`src/rtl/face_scan_pkg.sv`:
```
// Shared types and constants for the cube-face colour scan sequencer.
package face_scan_pkg;

    localparam int NUM_BLOCKS           = 9;
    localparam int COORD_W              = 11;
    localparam int CW_DEFAULT           = 10;
    localparam int SAMP_TIMEOUT_DEFAULT = 255;

    localparam logic [COORD_W-1:0] COORD_MAX = 11'h7FF;

    // Bit s of each mask is the offset applied for sub-sample s:
    // s=0 (0,0), s=1 (+1,0), s=2 (0,+1), s=3 (+1,+1).
    localparam logic [3:0] OFFSET_X = 4'b1010;
    localparam logic [3:0] OFFSET_Y = 4'b1100;

    typedef logic [3*CW_DEFAULT-1:0] rgb_t;

    typedef enum logic [2:0] {
        IDLE,
        CALC,
        WAITC,
        REQ,
        GAP,
        DONE
    } state_t;

    // Adds a 0/1 offset to a coordinate, clamping at the top of the range
    // so a centre on the right/bottom edge never wraps to 0.
    function automatic logic [COORD_W-1:0] sat_add(input logic [COORD_W-1:0] base,
                                                   input logic               off);
        logic [COORD_W:0] sum;
        sum = {1'b0, base} + {{COORD_W{1'b0}}, off};
        return sum[COORD_W] ? COORD_MAX : sum[COORD_W-1:0];
    endfunction

endpackage

```
`src/rtl/rgb_avg4.sv`:
```
// Three-channel accumulator that sums four samples and presents their
// truncated average (sum >> 2) per channel.
module rgb_avg4 #(
    parameter int CW = 10
) (
    input  logic            clk_i,
    input  logic            rst_ni,
    input  logic            clear_i,
    input  logic            add_i,
    input  logic [3*CW-1:0] sample_i,
    output logic [3*CW-1:0] avg_o
);

    localparam int AW = CW + 2;

    logic [2:0][AW-1:0] acc_q;
    logic [2:0][AW-1:0] acc_d;

    // Clear wins over add; otherwise each channel adds its slice of the sample.
    always_comb begin
        acc_d = acc_q;
        if (clear_i) begin
            acc_d = '0;
        end else if (add_i) begin
            for (int c = 0; c < 3; c++) begin
                acc_d[c] = acc_q[c] + AW'(sample_i[c*CW +: CW]);
            end
        end
    end

    // Accumulator register with synchronous active-low reset.
    always_ff @(posedge clk_i) begin
        if (!rst_ni) begin
            acc_q <= '0;
        end else begin
            acc_q <= acc_d;
        end
    end

    // Dropping the two low bits divides the four-sample sum by four.
    always_comb begin
        avg_o = '0;
        for (int c = 0; c < 3; c++) begin
            avg_o[c*CW +: CW] = acc_q[c][AW-1:2];
        end
    end

endmodule

```
`src/rtl/face_scan_ctrl.sv`:
```
// Sequences one cube-face scan: triggers the centre calculator, samples a
// 2x2 pixel patch at each of the nine block centres and publishes the
// averaged colour of every facelet, ending with a one-cycle Done pulse.
module face_scan_ctrl
    import face_scan_pkg::*;
#(
    parameter int SAMP_TIMEOUT = SAMP_TIMEOUT_DEFAULT,
    parameter int CW           = CW_DEFAULT
) (
    input  logic                                 Clk,
    input  logic                                 Reset_N,
    input  logic                                 Start,
    output logic                                 gc,
    input  logic                                 gotCenters,
    input  logic [NUM_BLOCKS-1:0][COORD_W-1:0]   CentersX,
    input  logic [NUM_BLOCKS-1:0][COORD_W-1:0]   CentersY,
    output logic                                 Samp_Req,
    output logic [COORD_W-1:0]                   Samp_X,
    output logic [COORD_W-1:0]                   Samp_Y,
    input  logic                                 Samp_Ack,
    input  logic [3*CW-1:0]                      Samp_RGB,
    output logic [NUM_BLOCKS-1:0][3*CW-1:0]      Face_RGB,
    output logic                                 Busy,
    output logic                                 Done,
    output logic                                 Timeout_Err
);

    localparam int               TW       = $clog2(SAMP_TIMEOUT + 1);
    localparam logic [TW-1:0]    TMO_LAST = TW'(SAMP_TIMEOUT - 1);

    state_t                            state_q, state_d;
    logic [3:0]                        blk_q, blk_d;
    logic [1:0]                        sub_q, sub_d;
    logic [TW-1:0]                     tmo_q, tmo_d;
    logic                              seen_q, seen_d;
    logic                              tmoErr_q, tmoErr_d;
    logic [COORD_W-1:0]                sampX_q, sampX_d;
    logic [COORD_W-1:0]                sampY_q, sampY_d;
    logic [NUM_BLOCKS-1:0][3*CW-1:0]   face_q, face_d;
    logic [COORD_W-1:0]                selX, selY;
    logic                              accClear, accAdd;
    logic [3*CW-1:0]                   avg;

    rgb_avg4 #(
        .CW(CW)
    ) u_avg (
        .clk_i   (Clk),
        .rst_ni  (Reset_N),
        .clear_i (accClear),
        .add_i   (accAdd),
        .sample_i(Samp_RGB),
        .avg_o   (avg)
    );

    // Next-state logic. A sample is considered finished on ack or timeout;
    // the GAP state that follows keeps Samp_Req low for a cycle and, after
    // the fourth sample, stores the block average. Coordinates are loaded
    // from the next-state block/sub-sample whenever REQ is entered so they
    // stay stable for the whole request.
    always_comb begin
        state_d  = state_q;
        blk_d    = blk_q;
        sub_d    = sub_q;
        tmo_d    = tmo_q;
        seen_d   = seen_q;
        tmoErr_d = tmoErr_q;
        sampX_d  = sampX_q;
        sampY_d  = sampY_q;
        face_d   = face_q;
        accClear = 1'b0;
        accAdd   = 1'b0;
        selX     = '0;
        selY     = '0;

        case (state_q)
            IDLE: begin
                if (Start) begin
                    state_d  = CALC;
                    blk_d    = '0;
                    sub_d    = '0;
                    tmoErr_d = 1'b0;
                    accClear = 1'b1;
                end
            end
            CALC: begin
                seen_d  = 1'b0;
                state_d = WAITC;
            end
            WAITC: begin
                // gotCenters may still be high from the previous scan, so
                // proceed only one full cycle after it was first observed.
                if (seen_q) begin
                    state_d = REQ;
                end else if (gotCenters) begin
                    seen_d = 1'b1;
                end
            end
            REQ: begin
                if (Samp_Ack) begin
                    accAdd  = 1'b1;
                    sub_d   = sub_q + 2'd1;
                    state_d = GAP;
                end else if (tmo_q == TMO_LAST) begin
                    tmoErr_d = 1'b1;
                    sub_d    = sub_q + 2'd1;
                    state_d  = GAP;
                end else begin
                    tmo_d = tmo_q + TW'(1);
                end
            end
            GAP: begin
                state_d = REQ;
                if (sub_q == 2'd0) begin
                    for (int i = 0; i < NUM_BLOCKS; i++) begin
                        if (blk_q == 4'(i)) begin
                            face_d[i] = avg;
                        end
                    end
                    accClear = 1'b1;
                    if (blk_q == 4'(NUM_BLOCKS - 1)) begin
                        state_d = DONE;
                    end else begin
                        blk_d = blk_q + 4'd1;
                    end
                end
            end
            DONE: begin
                state_d = IDLE;
            end
            default: begin
                state_d = IDLE;
            end
        endcase

        for (int i = 0; i < NUM_BLOCKS; i++) begin
            if (blk_d == 4'(i)) begin
                selX = CentersX[i];
                selY = CentersY[i];
            end
        end

        if (state_d == REQ && state_q != REQ) begin
            tmo_d   = '0;
            sampX_d = sat_add(selX, OFFSET_X[sub_d]);
            sampY_d = sat_add(selY, OFFSET_Y[sub_d]);
        end
    end

    // State and datapath registers; reset abandons any scan in progress.
    always_ff @(posedge Clk) begin
        if (!Reset_N) begin
            state_q  <= IDLE;
            blk_q    <= '0;
            sub_q    <= '0;
            tmo_q    <= '0;
            seen_q   <= 1'b0;
            tmoErr_q <= 1'b0;
            sampX_q  <= '0;
            sampY_q  <= '0;
            face_q   <= '0;
        end else begin
            state_q  <= state_d;
            blk_q    <= blk_d;
            sub_q    <= sub_d;
            tmo_q    <= tmo_d;
            seen_q   <= seen_d;
            tmoErr_q <= tmoErr_d;
            sampX_q  <= sampX_d;
            sampY_q  <= sampY_d;
            face_q   <= face_d;
        end
    end

    // Strobes decode straight from the registered state, so they are glitch
    // free and read 0 as soon as reset has forced IDLE.
    always_comb begin
        gc          = (state_q == CALC);
        Samp_Req    = (state_q == REQ);
        Done        = (state_q == DONE);
        Busy        = (state_q != IDLE);
        Samp_X      = sampX_q;
        Samp_Y      = sampY_q;
        Face_RGB    = face_q;
        Timeout_Err = tmoErr_q;
    end

endmodule

```
`config.mk`:
```
export PLATFORM = sky130hd
export DESIGN_NAME = face_scan_ctrl
export DESIGN_NICKNAME = d
export VERILOG_FILES = /design/src/rtl/face_scan_pkg.sv /design/src/rtl/rgb_avg4.sv /design/src/rtl/face_scan_ctrl.sv
export SDC_FILE = /design/constraint.sdc
export NUM_CORES = 1
export LEC_CHECK = 0
export ABC_AREA = 1
export BUFFER_PORTS_ARGS = -buffer_cell sky130_fd_sc_hd__buf_2
export CAP_MARGIN = 10
export CORE_ASPECT_RATIO = 1.75
export CORE_MARGIN = 5
export CORE_UTILIZATION = 40
export DETAILED_ROUTE_END_ITERATION = 8
export GPL_TIMING_DRIVEN = 0
export PLACE_DENSITY = 0.68
export SLEW_MARGIN = 30
export SYNTH_ARGS = -nofsm -noshare
export SYNTH_HDL_FRONTEND = slang
export SYNTH_SLANG_ARGS = --single-unit
```
`constraint.sdc`:
```
create_clock -name Clk -period 6.52 [get_ports Clk]
set_input_delay 0 -clock Clk [delete_from_list [all_inputs] [get_ports Clk]]
set_output_delay 0 -clock Clk [all_outputs]
set_load 0.1 [all_outputs]
```
==> results.yml <==
status:
  status: "completed"
sta:
  finalSetupViolations: 0
  finalCritPeriodShare_pct: 63.9
  finalHoldViolCount: 0
  slew_headroom_pct: 36.9
  finalMaxSlewViolations: 0
  worst_pin_slew_ns: 0.947
  rsz0062_at_grt: "false"
  setup_ws_ns: 2.35
  finalSetupTns_ns: 0
  max_freq_ghz: 0.240
  finalCriticalPeriod_ns: 4.17
  final.setup_skew_ns: 0.0174
pwr:
  leakage_nw: 9.96
  p_int_mw: 3.19
  ir_drop_v: 0.000223
  p_sw_mw: 1.17
  power.density_mw_per_mm2: 216
  p_comb_share_pct: 11.1
  p_sw_share_pct: 26.9
  clockPowerShare_pct: 39.6
  seq_power_share_pct: 49.3
setup_path:
  critPathKind: "reg2reg"
  worst_ep_required_time_ns: 6.98
  cp-start-kind: "flop"
  crit_fanout: 10
  cp-end-kind: "flop"
  worst_ep_arrival_time_ns: 4.62
floorplan:
  die_h_um: 272
  rows: 96
  start_util_pct: 40.2
  die_w_um: 160
  die_area_mm2: 0.0434
  io_pins: 530
  core_area_mm2: 0.0390
global_routing:
  globalRouteOverflowTotal: 0
  track_usage_pct: 31.2
  grt_max_degree: 17
  grt_antenna_before_repair: 5
  grt_pass1_vias: 17103
  grt_pass1_wl_um: 105000
clocking:
  cts_sinks: 347
  cts_resized: 0
  cts_max_path_buffers: 3
  root_buffer: "clkbuf_16"
  clkLatencyLatePin_ns: 0.57
  cts_tree: "done"
  cts_max_level: 1
  numCtsBuffers: 29
  clk_pin_slew_ns: 0.07
logic_synthesis:
  ys_async_sr_fraction_pct: 0
  synth_nets: 2381
  synthFlopType: "dfxtp_1"
  syn-mean-instance-area_um2: 7.45
  yosysWarnings: 0
  synth_cells: 2104
  ys_seq_elements: 347
  synth_edf_count: 0
  ys_types: 48
  ys_seq_area_share_pct: 44.3
  netlist_area_mm2: 0.0157
detailed_routing:
  ant_nets: 0
  wl_met1_um: 23500
  wl_met2_um: 37000
  drc: 0
  viasPerCell: 5.36
  drt_wl_total_um: 71500
  wl_met3_um: 4970
  avgRoutedWirePerCell_um: 22.3
  vias: 17170
  drtIter0Drc: 1293
  top_layer: "met5"
  dr.pass1.iters: 8
place:
  routabilityCongestion: 0.976
  port_buffers: 528
  dp_hpwl_um: 57500
  dp_worst_setup_slack_ns: 2.34
  place_area_mm2: 0.0190
cells_and_area:
  n_fill_cell: 3898
  synthToLayoutAreaGrowth_pct: 28.6
  drive_gt1_share_pct: 24.7
  postLayoutCellArea_mm2: 0.0202
  layout.nets: 2969
job:
  cap_violations: 0
worst_hold_path:
  min_path_type: "in2reg"
## final timing paths
check | from | slack (ns) | cells after the start | to
max | blk_q[0]$_SDFF_PN0_ | 2.35 | 22 | Samp_X[9]$_SDFFE_PN0P_
min | CentersY[89] | 0.009 | 6 | Samp_Y[1]$_SDFFE_PN0P_
max reg2reg | blk_q[0]$_SDFF_PN0_ | 2.35 | 22 | Samp_X[9]$_SDFFE_PN0P_
min reg2reg | Timeout_Err$_SDFFE_PN0P_ | 0.46 | 2 | Timeout_Err$_SDFFE_PN0P_
## synthesized netlist by cell type, types with 2 or more instances
master    instances  area share [%]
o211ai_1          2           0.096
nand2_4           5            0.36
nand3_4           2            0.22
dfxtp_1         347              44
or2_1             2           0.080
buf_2            12            0.38
nor2_4            4            0.29
nor4_1            4            0.16
nand2_1         273             6.5
clkinv_2          2           0.064
ha_1             41             3.3
xnor2_1           6            0.34
inv_4             2           0.080
nor3_1           18            0.57
nand3_2           3            0.19
buf_4             5            0.24
clkinv_1         30            0.72
nand2_2          12            0.48
o21ai_0         273             8.7
clkbuf_1        100             2.4
o21ai_1          12            0.38
o21bai_1          6            0.29
or2_2            18            0.72
a21oi_1         282             9.0
buf_6             5            0.36
nand3_1         105             3.4
inv_1           172             4.1
nand4_1          15            0.60
a31oi_1           2           0.080
a211oi_1         62             3.0
nor2_2            8            0.32
inv_2             8            0.19
xor2_1           24             1.3
nor3_2            2            0.13
nor2_1          217             5.2
or2_0             8            0.32
fa_1              3            0.38
a221oi_1          2            0.11
## metrics by stage
stage | cells | power (mW) | utilization [%] | hold WS (ns)
final | 3203 | 4.36 | 51.7 | 0.00894
after detailed placement | 3123 | 2.67 | 48.6 | 0.346
after global routing | 3203 | 4.49 | 51.7 | 0.0449
after floorplan | 2104 | 2.48 | - | 0.191
after global placement | 3122 | 2.66 | 48.5 | 0.310
after CTS | 3202 | 4.37 | 51.7 | 0.000633
## registers in the layout (all words and copies together) (netlist names)
name and flops:
Face_RGB 270, u_avg.avg_o 30, Samp_X 11, Samp_Y 11
tmo_q 8, u_avg.acc_q 6, blk_q 4, state_q 3
sub_q 2, Timeout_Err 1, seen_q 1
## cell type report
type	instances	area (µm²)	area share, %
Sequential cell	347	6950	34.4
Antenna cell	1	2.50	0.0124
Clock inverter	7	50.0	0.248
Inverter	214	811	4.02
Buffer	122	529	2.62
Tap cell	490	613	3.04
Clock buffer	44	862	4.27
Multi-Input combinational cell	1421	7430	36.8
Timing Repair Buffer	557	2930	14.5
## per-layer routing
layer / vias to the layer above / track usage [%]
li1: 8173 / -
met1: 8000 / 29.7
met2: 779 / 58.9
met3: 210 / 6.37
met4: 8 / 22.4
met5: - / 0
## logic make-up after synthesis
kind of cell	count (synthesis)	share of synthesized area [%]
simple gates	699	19.7
compound gates	648	22.1
flops	347	44.3
buf+inv	336	8.54
fa+ha+maj	44	3.65
xor+xnor	30	1.68
## worst max-delay path, stage by stage (launching register included)
cell and delay, ns:
dfxtp_1 0.45, inv_1 0.10, ha_1 0.24, nand4_1 0.17, nand2_2 0.09, o21ai_4 0.21
nor2_4 0.09, nand2_1 0.31, inv_1 0.20, nand2_1 0.10, nand3_1 0.14, a221oi_1 0.52
nand3_1 0.13, o21ai_0 0.15, a31oi_1 0.19, ha_1 0.27, nand3_2 0.11, nor2_2 0.06
nand2_1 0.10, nand2_2 0.07, buf_6 0.17, nor2_1 0.15, nor2_2 0.04
## placed cells by master, fill, tap and decap left out, types with 12 or more instances in the layout
cell	instances
a211oi_1	62
a21oi_1	282
buf_2	540
clkbuf_1	107
clkbuf_16	29
clkinv_1	30
dfxtp_1	347
dlygate4sd3_1	28
ha_1	41
inv_1	172
nand2_1	273
nand2_2	12
nand3_1	105
nand4_1	15
nor2_1	217
nor3_1	12
o21ai_0	273
o21ai_1	12
or2_2	18
xor2_1	24
## power by group through the flow
stage               clock, mW  sequential (mW)  combinational [mW]
global placement            0             2.20               0.462
CTS                      1.73             2.15               0.482
detailed placement          0             2.20               0.465
floorplan                   0             2.31               0.170
finish                   1.73             2.15               0.483
global route             1.82             2.15               0.515
## what timing repair did
item,4_1_cts,5_1_grt
endpoints found under the hold margin,34,0
hold buffers,28,0
buffers inserted,0,0
No activity file was read; power rests on OpenSTA's default activity.
